### config.mk
export PLATFORM = sky130hd
export DESIGN_NAME = f2i_arbiter
export DESIGN_NICKNAME = d
export VERILOG_FILES = /design/src/rtl/f2i_arbiter.sv
export SDC_FILE = /design/constraint.sdc
export NUM_CORES = 1
export LEC_CHECK = 0
export ABC_AREA = 0
export CORE_MARGIN = 1.5
export CORE_UTILIZATION = 38
export CTS_CLUSTER_SIZE = 16
export DETAILED_ROUTE_END_ITERATION = 7
export MAX_ROUTING_LAYER = met4
export PLACE_DENSITY_LB_ADDON = 0.05
export SYNTH_ARGS = -nofsm -noshare
export SYNTH_HDL_FRONTEND = slang
export SYNTH_SLANG_ARGS = --single-unit
### constraint.sdc
create_clock -name clk -period 4.85 [get_ports clk]
set_input_delay 0.485 -clock clk [delete_from_list [all_inputs] [get_ports clk]]
set_output_delay 0.485 -clock clk [all_outputs]
set_load 0.02 [all_outputs]
### src/rtl/f2i_arbiter.sv
// -----------------------------------------------------------------------------
// f2i_arbiter
//
// Purpose:
//   Shares one external float-to-int converter among NREQ requesters.
//   Arbitration is round-robin. The search starts at the requester after the
//   one served last. The winner's IEEE-754 operand is captured into
//   conv_float, the converter is started for one cycle, and the block waits
//   for conv_done. The signed 16-bit result is then returned with a one-cycle
//   ack to the winner. If the winner dropped its request meanwhile, the result
//   is discarded and no ack is sent.
//
// Parameters:
//   NREQ     number of requesters (2..8)
//   TIMEOUT  WAIT-cycle watchdog limit (only used with F2I_ARB_TIMEOUT_EN)
//
// Configuration macro:
//   F2I_ARB_TIMEOUT_EN  when defined, a watchdog counts WAIT cycles. After
//                       TIMEOUT cycles without conv_done the requester is
//                       acked with out_int=0 and err=1. When undefined, WAIT
//                       waits forever and err is tied low.
//
// Ports:
//   clk         rising-edge clock
//   reset       synchronous active-high reset
//   req         per-requester request level [NREQ]
//   req_float   per-requester operand, slice i = [32i+31:32i]
//   ack         one-hot completion pulse (RESP cycle only)
//   out_int     signed result, held between responses
//   busy        high whenever not IDLE
//   grant_id    index of the requester being served
//   err         watchdog flag, pulsed together with ack
//   conv_start  converter start strobe (ISSUE cycle)
//   conv_float  registered operand to the converter
//   conv_int    converter signed result
//   conv_done   converter completion flag
// -----------------------------------------------------------------------------
module f2i_arbiter #(
    parameter int NREQ    = 4,
    parameter int TIMEOUT = 15
) (
    input  logic                     clk,
    input  logic                     reset,
    input  logic [NREQ-1:0]          req,
    input  logic [32*NREQ-1:0]       req_float,
    output logic [NREQ-1:0]          ack,
    output logic signed [15:0]       out_int,
    output logic                     busy,
    output logic [2:0]               grant_id,
    output logic                     err,
    output logic                     conv_start,
    output logic [31:0]              conv_float,
    input  logic signed [15:0]       conv_int,
    input  logic                     conv_done
);

    typedef enum logic [1:0] {
        S_IDLE  = 2'd0,
        S_ISSUE = 2'd1,
        S_WAIT  = 2'd2,
        S_RESP  = 2'd3
    } state_t;

    state_t             state_q, state_d;
    logic [2:0]         grant_q, grant_d;
    logic [2:0]         last_q, last_d;
    logic [31:0]        float_q, float_d;
    logic signed [15:0] out_q, out_d;

`ifdef F2I_ARB_TIMEOUT_EN
    localparam int WD_W = $clog2(TIMEOUT + 1);
    logic [WD_W-1:0]    wd_q, wd_d;
    logic               tmo_q, tmo_d;
`endif

    // Requests padded to 8 bits so a 3-bit index is always in range.
    logic [7:0]         req_pad;
    logic [7:0]         grant_oh;
    logic [2:0]         winner;
    logic [31:0]        float_sel;

    assign req_pad  = 8'(req);
    assign grant_oh = 8'(1) << grant_q;

    // Round-robin search. It starts at last_q+1 and wraps modulo NREQ.
    // last_q+1+i never exceeds 2*NREQ-1, so one conditional subtraction
    // is enough for the wrap.
    always_comb begin
        logic       found;
        logic [3:0] idx;
        winner = '0;
        found  = 1'b0;
        idx    = '0;
        for (int i = 0; i < NREQ; i++) begin
            idx = {1'b0, last_q} + 4'd1 + 4'(i);
            if (idx >= 4'(NREQ)) begin
                idx = idx - 4'(NREQ);
            end
            if (!found && req_pad[idx[2:0]]) begin
                found  = 1'b1;
                winner = idx[2:0];
            end
        end
    end

    // Operand mux for the round-robin winner.
    always_comb begin
        float_sel = '0;
        for (int i = 0; i < NREQ; i++) begin
            if (winner == 3'(i)) begin
                float_sel = req_float[i*32 +: 32];
            end
        end
    end

    always_comb begin
        state_d = state_q;
        grant_d = grant_q;
        last_d  = last_q;
        float_d = float_q;
        out_d   = out_q;
`ifdef F2I_ARB_TIMEOUT_EN
        tmo_d   = tmo_q;
        wd_d    = '0;
`endif
        case (state_q)
            S_IDLE: begin
                if (|req) begin
                    grant_d = winner;
                    float_d = float_sel;
                    state_d = S_ISSUE;
                end
            end
            S_ISSUE: begin
                state_d = S_WAIT;
            end
            S_WAIT: begin
                if (conv_done) begin
                    out_d   = conv_int;
                    state_d = S_RESP;
                end
`ifdef F2I_ARB_TIMEOUT_EN
                else if (wd_q == WD_W'(TIMEOUT - 1)) begin
                    // wd_q counts completed WAIT cycles. This is the
                    // TIMEOUT-th WAIT cycle without conv_done.
                    out_d   = '0;
                    tmo_d   = 1'b1;
                    state_d = S_RESP;
                end else begin
                    wd_d = wd_q + 1'b1;
                end
`endif
            end
            S_RESP: begin
                // last_grant advances even when the requester withdrew.
                last_d  = grant_q;
                state_d = S_IDLE;
`ifdef F2I_ARB_TIMEOUT_EN
                tmo_d   = 1'b0;
`endif
            end
            default: begin
                state_d = S_IDLE;
            end
        endcase
    end

    always_ff @(posedge clk) begin
        if (reset) begin
            state_q <= S_IDLE;
            grant_q <= '0;
            last_q  <= 3'(NREQ - 1);
            float_q <= '0;
            out_q   <= '0;
`ifdef F2I_ARB_TIMEOUT_EN
            wd_q    <= '0;
            tmo_q   <= 1'b0;
`endif
        end else begin
            state_q <= state_d;
            grant_q <= grant_d;
            last_q  <= last_d;
            float_q <= float_d;
            out_q   <= out_d;
`ifdef F2I_ARB_TIMEOUT_EN
            wd_q    <= wd_d;
            tmo_q   <= tmo_d;
`endif
        end
    end

    // A requester that dropped req before RESP gets no ack.
    assign ack        = (state_q == S_RESP) ? (req & grant_oh[NREQ-1:0]) : '0;
    assign out_int    = out_q;
    assign busy       = (state_q != S_IDLE);
    assign grant_id   = grant_q;
    assign conv_start = (state_q == S_ISSUE);
    assign conv_float = float_q;

`ifdef F2I_ARB_TIMEOUT_EN
    assign err = (|ack) & tmo_q;
`else
    // TIMEOUT has no effect without the watchdog.
    logic unused_timeout;
    assign unused_timeout = (TIMEOUT > 0);
    assign err = 1'b0;
`endif

endmodule

==> flow_metrics.py, run 1 <==
metrics = {
    "grt": {
        "antenna_found_initial": 0,
        "grt_pass1_vias": 3279,
        "grt_pass1_wl_um": 16600,
        "grt_max_degree": 58,
        "grtUsageTotal_pct": 22.4,
        "overflow": 0,
    },
    "timing": {
        "rsz0062_at_grt": "false",
        "slew_viol_final": 0,
        "skew_ns": 0.0120,
        "slew_headroom_pct": 55.9,
        "hold_viol": 0,
        "timing.fmax_ghz": 0.245,
        "tns_ns": 0,
        "tightestPinTransition_ns": 0.662,
        "finalCritPeriodShare_pct": 84.3,
        "final.min_clock_period_ns": 4.09,
        "setup_violations": 0,
    },
    "final_layout": {
        "n_antenna_cell": 0,
        "area_delta_synth_final_pct": 64.1,
        "drive_above_1_share_pct": 11.5,
        "fillers": 717,
        "nets": 663,
        "final_cell_mix": "clkdlybuf4s50_1, dfxtp_1, nand2_1",
        "utilization_pct": 64.2,
        "stdcell_area_um2": 5600,
        "mostFrequentLayoutCell": "clkdlybuf4s50_1",
        "fin_cells": 614,
    },
    "place": {
        "dpl.cell_count": 606,
        "place_area_um2": 5490,
        "io_buffers": 207,
        "dp.final_hpwl_um": 8020,
        "place.gp.congestion": 0.884,
    },
    "setup_path": {
        "max_stage_delay_ns": 0.75,
        "critPathArrivalTime_ns": 4.30,
        "r2r-start": "last_q[0]",
        "crit_fanout": 20,
        "required_ns": 5.06,
        "cp-end-kind": "register",
        "worstSetupPathType": "register to register",
        "start_kind": "register",
        "path_common_cell": "ha_1",
        "rr_worst_depth": 12,
        "crit_family": "compound AO/OA/AOI/OAI gates",
        "crit_path_cell_trace": "inv_2 -> ha_1 -> inv_1 -> ha_1 -> nand2b_1 -> o211a_1 -> mux2_2 -> o21ai_0 -> a32o_2 -> buf_4 -> mux4_2 -> a22o_1",
        "worst_path_max_delay_cell": "dfxtp_1",
        "rrSetupSlack_ns": 0.76,
        "r2r_end": "conv_float[3]",
        "worst-path-buf-inv": 3,
    },
    "power_and_ir_drop": {
        "powerDensity_nw_per_um2": 499,
        "leakage_nw": 2.07,
        "finalPower_mw": 2.80,
        "peakVddDrop_mv": 0.217,
    },
    "clock_network": {
        "holdBufCountCts": 0,
        "cts_setup_buffers": 0,
        "cts.repair.resized": 0,
        "htreeDepth": 2,
        "cts_tree": "yes",
        "cts_root_buf": "clkbuf_8",
        "clockBufferDepth": 2,
        "cts_made_buffers": 5,
        "clk_pin_slew_ns": 0.11,
        "cts.sinks": 56,
        "clk_latency_ns": 0.32,
    },
    "route": {
        "wl_per_cell_um": 17.5,
        "drtAntennaViolNets": 0,
        "drt_pass1_iterations": 4,
        "vias_per_cell": 5.27,
        "drtIter0Drc": 72,
        "via_count": 3238,
        "drt-total-wl_um": 10800,
        "post-route-drc-count": 0,
    },
    "die": {
        "die_x_um": 97.8,
        "initial_core_util_pct": 39.1,
        "core_um2": 8720,
        "pin_count": 209,
        "die_area_um2": 9560,
        "rows": 34,
        "die_h_um": 97.8,
    },
    "yosys": {
        "syn_nets": 471,
        "avgSynthCellArea_um2": 10.9,
        "synth-seq-area-share_pct": 32.9,
        "ys_types": 47,
        "syn_area_um2": 3410,
        "ys_ff_latch": 56,
        "synth_cells": 313,
        "synth_async_sr_flop_share_pct": 0,
        "ys_warn_count": 0,
        "synth-main-ff-cell": "dfxtp_1",
        "synth-edff-count": 0,
    },
    "min_path": {
        "whs_path_depth": 2,
        "min_path_type": "register to register",
        "hp-start": "out_int[3]",
        "holdPathEnd": "out_int[3]",
    },
    "run": {
        "maxCapViolCount": 0,
    },
    "status": {
        "status": "complete, no violations",
    },
}
-- power by group --
group          total (mW)  switching [mW]  leakage [nW]  internal, mW
Clock               0.318           0.165        0.0552         0.154
Combinational        1.76           0.805          1.56         0.957
Sequential          0.715          0.0950         0.459         0.620
-- flip-flops by register name, summed over array words and instances, names as in the netlist --
name        count
conv_float     32
out_int        16
grant_id        3
state_q         2
last_q          3
-- synth_stat cells (2+ instances only) --
cell,number,area [um^2]
buf_6,3,33.8
nand2_1,36,135
buf_2,5,25.0
clkbuf_1,14,52.6
nand2b_1,3,18.8
xor2_1,2,17.5
xnor2_1,2,17.5
inv_1,5,18.8
and2_1,2,12.5
mux4_1,5,131
dfxtp_1,56,1120
and3_1,5,31.3
a21oi_1,19,95.1
nor2_1,13,48.8
mux4_2,31,698
buf_12,3,60.1
a22o_1,32,280
nor2b_1,35,219
buf_1,2,7.51
nor3_1,2,10.0
ha_1,7,87.6
mux2i_1,4,40.0
a211o_1,3,26.3
-- worst max-delay path by stage --
| stage | startpoint | end | cells after the start |
|---|---|---|---|
| 2_1_floorplan | last_q[0] | conv_float[0] | 15 |
| 3_3_place_gp | last_q[0] | conv_float[3] | 11 |
| 3_5_place_dp | last_q[0] | conv_float[3] | 11 |
| 4_1_cts | last_q[0] | conv_float[3] | 11 |
| 5_1_grt | last_q[0] | conv_float[3] | 12 |
| 6_report | last_q[0] | conv_float[3] | 12 |
-- worst reg2reg max path, cell delays in order, from the launching register on --
cell and delay, ns:
dfxtp_1 0.75, inv_2 0.10, ha_1 0.50, inv_1 0.08, ha_1 0.28, nand2b_1 0.12
o211a_1 0.24, mux2_2 0.34, o21ai_0 0.18, a32o_2 0.53, buf_4 0.30, mux4_2 0.32
a22o_1 0.25
-- final cells by class --
cell class	instances	area (um^2)	share of cell area (%)
Clock buffer	6	72.6	1.30
Clock inverter	2	35.0	0.626
Inverter	6	22.5	0.402
Multi-Input combinational cell	223	2090	37.3
Sequential cell	56	1120	20.0
Tap cell	108	135	2.41
Timing Repair Buffer	213	2120	38.0
-- per-layer routing --
layer | GRT usage, % | part of all wire (%) | vias up | wire length [um]
li1 | - | - | 1536 | -
met2 | 40.0 | 52 | 140 | 5560
met3 | 5.73 | 7.2 | 8 | 770
met5 | - | 0 | - | 0
met1 | 25.6 | 40 | 1554 | 4340
met4 | 4.07 | 0.81 | 0 | 87
-- cells by family (layout without fill, tap and decap cells) --
family | Yosys count | count (layout) | share of synthesized area [%]
simple gates | 102 | 102 | 15.4
compound gates | 67 | 67 | 15.4
flops | 56 | 56 | 32.9
mux | 41 | 41 | 25.8
buf+inv | 34 | 227 | 6.12
fa+ha+maj | 7 | 7 | 2.57
xor+xnor | 5 | 5 | 1.72
other cells | 1 | 1 | 0.110
-- per-stage QoR --
step,hold slack (ns),worst slack [ns]
finish,0.462,0.762
global route,0.481,0.473
CTS,0.462,0.731
detailed placement,0.448,0.734
global placement,0.441,0.890
floorplan,0.507,1.44
Note: power is estimated with default switching activity, not from simulation.
==> run 2, diff against run 1 <==
Settings changed: CORE_UTILIZATION 38 to 34.
Clock period 4.85 ns to 3.3 ns, I/O delays scaled along.
==> flow_metrics.py, run 2 (synthesis gave the netlist of run 1 again) <==
metrics = {
    "setup_path": {
        "rrSetupSlack_ns": 0.16,
        "cp-end-kind": "register",
        "critPathArrivalTime_ns": 3.35,
        "required_ns": 3.51,
        "r2r_end": "conv_float[29]",
        "rr_worst_depth": 12,
        "worstSetupPathType": "register to register",
        "crit_fanout": 18,
        "r2r-start": "last_q[1]",
        "start_kind": "register",
    },
    "final_layout": {
        "nets": 669,
        "fillers": 869,
        "drive_above_1_share_pct": 13.3,
        "final_cell_mix": "clkdlybuf4s50_1, dfxtp_1, nand2_1",
        "fin_cells": 645,
        "mostFrequentLayoutCell": "clkdlybuf4s50_1",
        "area_delta_synth_final_pct": 66.7,
        "largest_reg_flops": 32,
        "stdcell_area_um2": 5690,
        "utilization_pct": 58.2,
        "n_antenna_cell": 0,
    },
    "clock_network": {
        "cts_setup_buffers": 0,
        "cts_tree": "yes",
        "clk_pin_slew_ns": 0.11,
        "cts.sinks": 56,
        "clk_latency_ns": 0.31,
        "cts_root_buf": "clkbuf_8",
        "cts_made_buffers": 5,
        "htreeDepth": 2,
        "clockBufferDepth": 2,
        "holdBufCountCts": 0,
    },
    "route": {
        "wl_per_cell_um": 16.5,
        "drtAntennaViolNets": 0,
        "drt-total-wl_um": 10700,
        "drt_pass1_iterations": 4,
        "post-route-drc-count": 0,
        "vias_per_cell": 5.01,
        "via_count": 3234,
        "drtIter0Drc": 69,
    },
    "timing": {
        "rsz0062_at_grt": "false",
        "tns_ns": 0,
        "skew_ns": 0.00801,
        "hold_ws_ns": 0.462,
        "final.min_clock_period_ns": 3.14,
        "slew_viol_final": 0,
        "timing.fmax_ghz": 0.319,
        "finalCritPeriodShare_pct": 95.1,
        "setup_violations": 0,
        "tightestPinTransition_ns": 0.685,
        "slew_headroom_pct": 54.3,
        "hold_viol": 0,
    },
    "status": {
        "status": "complete, no violations",
    },
    "die": {
        "die_x_um": 103,
        "initial_core_util_pct": 34.9,
        "pin_count": 209,
        "core_um2": 9770,
        "die_area_um2": 10600,
        "rows": 36,
        "die_h_um": 103,
    },
    "min_path": {
        "hp-start": "out_int[5]",
        "whs_path_depth": 2,
        "holdPathEnd": "out_int[5]",
        "min_path_type": "register to register",
    },
    "grt": {
        "antenna_found_initial": 0,
        "grt_pass1_wl_um": 15800,
        "overflow": 0,
        "grt_max_degree": 35,
        "grt_pass1_vias": 3228,
        "grtUsageTotal_pct": 19.7,
    },
    "power_and_ir_drop": {
        "leakage_nw": 2.10,
        "powerDensity_nw_per_um2": 722,
        "peakVddDrop_mv": 0.379,
    },
    "place": {
        "dpl.cell_count": 637,
        "io_buffers": 207,
        "place_area_um2": 5590,
        "dp.final_hpwl_um": 8160,
        "place.gp.congestion": 0.846,
    },
    "run": {
        "maxCapViolCount": 0,
    },
}
run 2: area by class of cell:
cell class / instances / area [um^2] / share of cell area [%]
Timing Repair Buffer: 219 / 2190 / 38.4
Sequential cell: 56 / 1120 / 19.7
Multi-Input combinational cell: 223 / 2100 / 36.9
Clock buffer: 5 / 68.8 / 1.21
Inverter: 6 / 22.5 / 0.396
Tap cell: 133 / 166 / 2.93
Clock inverter: 3 / 22.5 / 0.396
run 2: layer usage:
layer	vias up	track usage (%)	routed length (um)
met3	12	4.44	715
met1	1540	23.9	4360
met5	-	-	0
met2	133	33.0	5380
met4	0	5.82	212
li1	1549	-	-
run 2: worst max path at each step:
stage,from,end,depth (start not counted)
final,last_q[1],conv_float[29],12
after global routing,last_q[1],conv_float[17],12
after CTS,last_q[1],conv_float[29],12
after detailed placement,last_q[1],conv_float[18],12
after global placement,last_q[1],conv_float[20],12
after floorplan,last_q[0],conv_float[0],15
run 2: through the flow:
step                      setup WS, ns  power, mW
final                            0.161       4.11
after global routing            0.0111       4.38
after CTS                       0.0516       4.17
after detailed placement       0.00689       3.75
after global placement          0.0943       3.73
after floorplan                 0.0316       2.81
run 2: where the power goes:
part	total, mW	internal [mW]	leakage, nW	switching [mW]
clock network	0.388	0.153	0.0485	0.235
registers	1.04	0.912	0.458	0.133
logic	2.68	1.46	1.59	1.22
run 2: what timing repair did:
| item | CTS | global route |
|---|---|---|
| endpoints found under the hold margin | 0 | 0 |
| gates resized for setup | 1 | 1 |
| endpoints found under the setup margin | 2 | 32 |
run 2: worst max-delay path, stage by stage, from the launching register on:
cell and delay, ns:
dfxtp_2 0.37, ha_1 0.21, xor2_1 0.15, ha_2 0.18, buf_4 0.15, a211o_1 0.26
o21ai_2 0.20, and3_4 0.24, o21bai_4 0.06, a21oi_4 0.17, buf_12 0.20, mux4_1 0.58
a22o_1 0.25
==> run 3, diff against run 2 <==
Settings changed: CORE_ASPECT_RATIO set to 1.1.
==> flow_metrics.py, run 3 (synthesis gave the netlist of run 1 again) <==
metrics = {
    "status": {
        "status": "complete, no violations",
    },
    "setup_path": {
        "required_ns": 3.51,
        "worst-path-buf-inv": 2,
        "start_kind": "register",
        "crit_family": "compound AO/OA/AOI/OAI gates",
        "worstSetupPathType": "register to register",
        "critPathArrivalTime_ns": 3.39,
        "crit_fanout": 10,
        "cp-end-kind": "register",
        "crit_path_cell_trace": "ha_1 -> xor2_1 -> ha_2 -> nor2_1 -> a211o_1 -> o21ai_2 -> and3_4 -> o21bai_4 -> a21oi_4 -> buf_6 -> clkbuf_16 -> mux4_2 -> a22o_1",
        "max_stage_delay_ns": 0.50,
        "worst_path_max_delay_cell": "mux4_2",
    },
    "clock_network": {
        "clockBufferDepth": 2,
        "cts_made_buffers": 5,
        "cts.sinks": 56,
        "cts_tree": "yes",
        "holdBufCountCts": 0,
        "clk_pin_slew_ns": 0.11,
        "cts_root_buf": "clkbuf_8",
        "htreeDepth": 2,
        "clk_latency_ns": 0.31,
    },
    "die": {
        "initial_core_util_pct": 34.8,
        "pin_count": 209,
        "die_x_um": 98.5,
        "core_um2": 9790,
        "die_h_um": 108,
        "die_area_um2": 10600,
        "rows": 38,
    },
    "final_layout": {
        "nets": 678,
        "fillers": 837,
        "area_delta_synth_final_pct": 70.0,
        "mostFrequentLayoutCell": "clkdlybuf4s50_1",
        "largest_reg_flops": 32,
        "register_area_um2": 1130,
        "drive_above_1_share_pct": 14.8,
        "final_cell_mix": "clkdlybuf4s50_1, dfxtp_1, nand2_1",
        "fin_cells": 642,
        "multiInputGateArea_um2": 2100,
    },
    "route": {
        "post-route-drc-count": 0,
        "drtIter0Drc": 84,
        "drtAntennaViolNets": 0,
        "wl_per_cell_um": 17.3,
        "drt_pass1_iterations": 4,
        "drt-total-wl_um": 11100,
        "via_count": 3265,
        "vias_per_cell": 5.09,
    },
    "grt": {
        "grtUsageTotal_pct": 20.4,
        "grt_pass1_vias": 3400,
        "top_usage_layer": "met2",
        "grt_pass1_wl_um": 16700,
        "grt_max_degree": 36,
        "met1_usage_pct": 22.0,
        "grt_use_met3_pct": 5.82,
        "overflow": 0,
        "antenna_found_initial": 1,
        "met2_usage_pct": 36.6,
    },
    "timing": {
        "finalCritPeriodShare_pct": 96.2,
        "final.min_clock_period_ns": 3.18,
        "hold_viol": 0,
        "slew_headroom_pct": 59.0,
        "slew_viol_final": 0,
        "rsz0062_at_grt": "true",
        "skew_ns": 0.00848,
        "timing.fmax_ghz": 0.315,
        "setup_violations": 0,
        "tns_ns": 0,
        "tightestPinTransition_ns": 0.615,
        "hold_ws_ns": 0.463,
    },
    "power_and_ir_drop": {
        "powerDensity_nw_per_um2": 737,
        "peakVddDrop_mv": 0.343,
        "leakage_nw": 2.16,
        "finalPower_mw": 4.27,
    },
    "min_path": {
        "min_path_type": "register to register",
    },
    "place": {
        "dp.final_hpwl_um": 8300,
        "dpl.cell_count": 624,
        "io_buffers": 207,
        "place.gp.congestion": 0.777,
    },
    "run": {
        "maxCapViolCount": 0,
    },
}
-- run 3: cell types whose count changed in the layout (fill, tap and decap cells not counted) --
cell | before | now
clkbuf_16 | 0 | 2
dfxtp_2 | 2 | 0
dfxtp_4 | 0 | 2
inv_8 | 0 | 1
clkinvlp_4 | 0 | 1
buf_4 | 9 | 15
diode_2 | 0 | 1
inv_6 | 1 | 0
buf_12 | 2 | 3
clkinv_2 | 1 | 0
-- run 3: worst paths after layout --
check	start	to	slack, ns	cells after the start
worst max-delay path	last_q[0]	conv_float[6]	0.12	13
worst min-delay path	out_int[10]	out_int[10]	0.46	2
worst max register to register	last_q[0]	conv_float[6]	0.12	13
worst min register to register	out_int[10]	out_int[10]	0.46	2
-- run 3: layer usage --
metal  vias to the layer above  share of wire [%]
li1                       1571                  -
met1                      1565                 38
met2                       115                 53
met3                        14                6.9
met4                         0                1.9
met5                         -                  0
-- run 3: worst reg2reg max path: cells and delay by family (launching register included) --
| family | cells | cell delay (ns) |
|---|---|---|
| fa+ha+maj | 2 | 0.47 |
| simple gates | 2 | 0.31 |
| compound gates | 5 | 0.91 |
| xor+xnor | 1 | 0.17 |
| mux | 1 | 0.51 |
| buf+inv | 2 | 0.34 |
| flops | 1 | 0.38 |
-- run 3: per-stage QoR --
step	utilization [%]	setup slack (ns)	instance area (um^2)
after floorplan	-	0.0316	3430
after global placement	56.9	0.0909	5580
after detailed placement	56.9	-0.0235	5580
after CTS	58.0	0.0912	5680
after global routing	59.2	-0.0621	5800
final	59.2	0.124	5800
-- run 3: timing repair --
| action | CTS | global route |
|---|---|---|
| pin swaps | 0 | 4 |
| gates cloned | 0 | 2 |
| buffers inserted | 0 | 7 |
| setup endpoints to repair | 13 | 32 |
| hold endpoints to repair | 0 | 0 |
| resized for setup | 2 | 5 |
-- run 3: cell type report --
type                    count  share of cell area, %
repair buffers            228                   39.7
multi-input cells         223                   36.2
flip-flops and latches     56                   19.5
well taps                 120                   2.59
clock buffers               5                   1.19
clock inverters             3                  0.475
inverters                   6                  0.388
diodes                      1                 0.0431
-- run 3: power by group --
part	total [mW]	switching (mW)	internal, mW
Clock	0.401	0.244	0.157
Combinational	2.83	1.25	1.58
Sequential	1.04	0.126	0.913
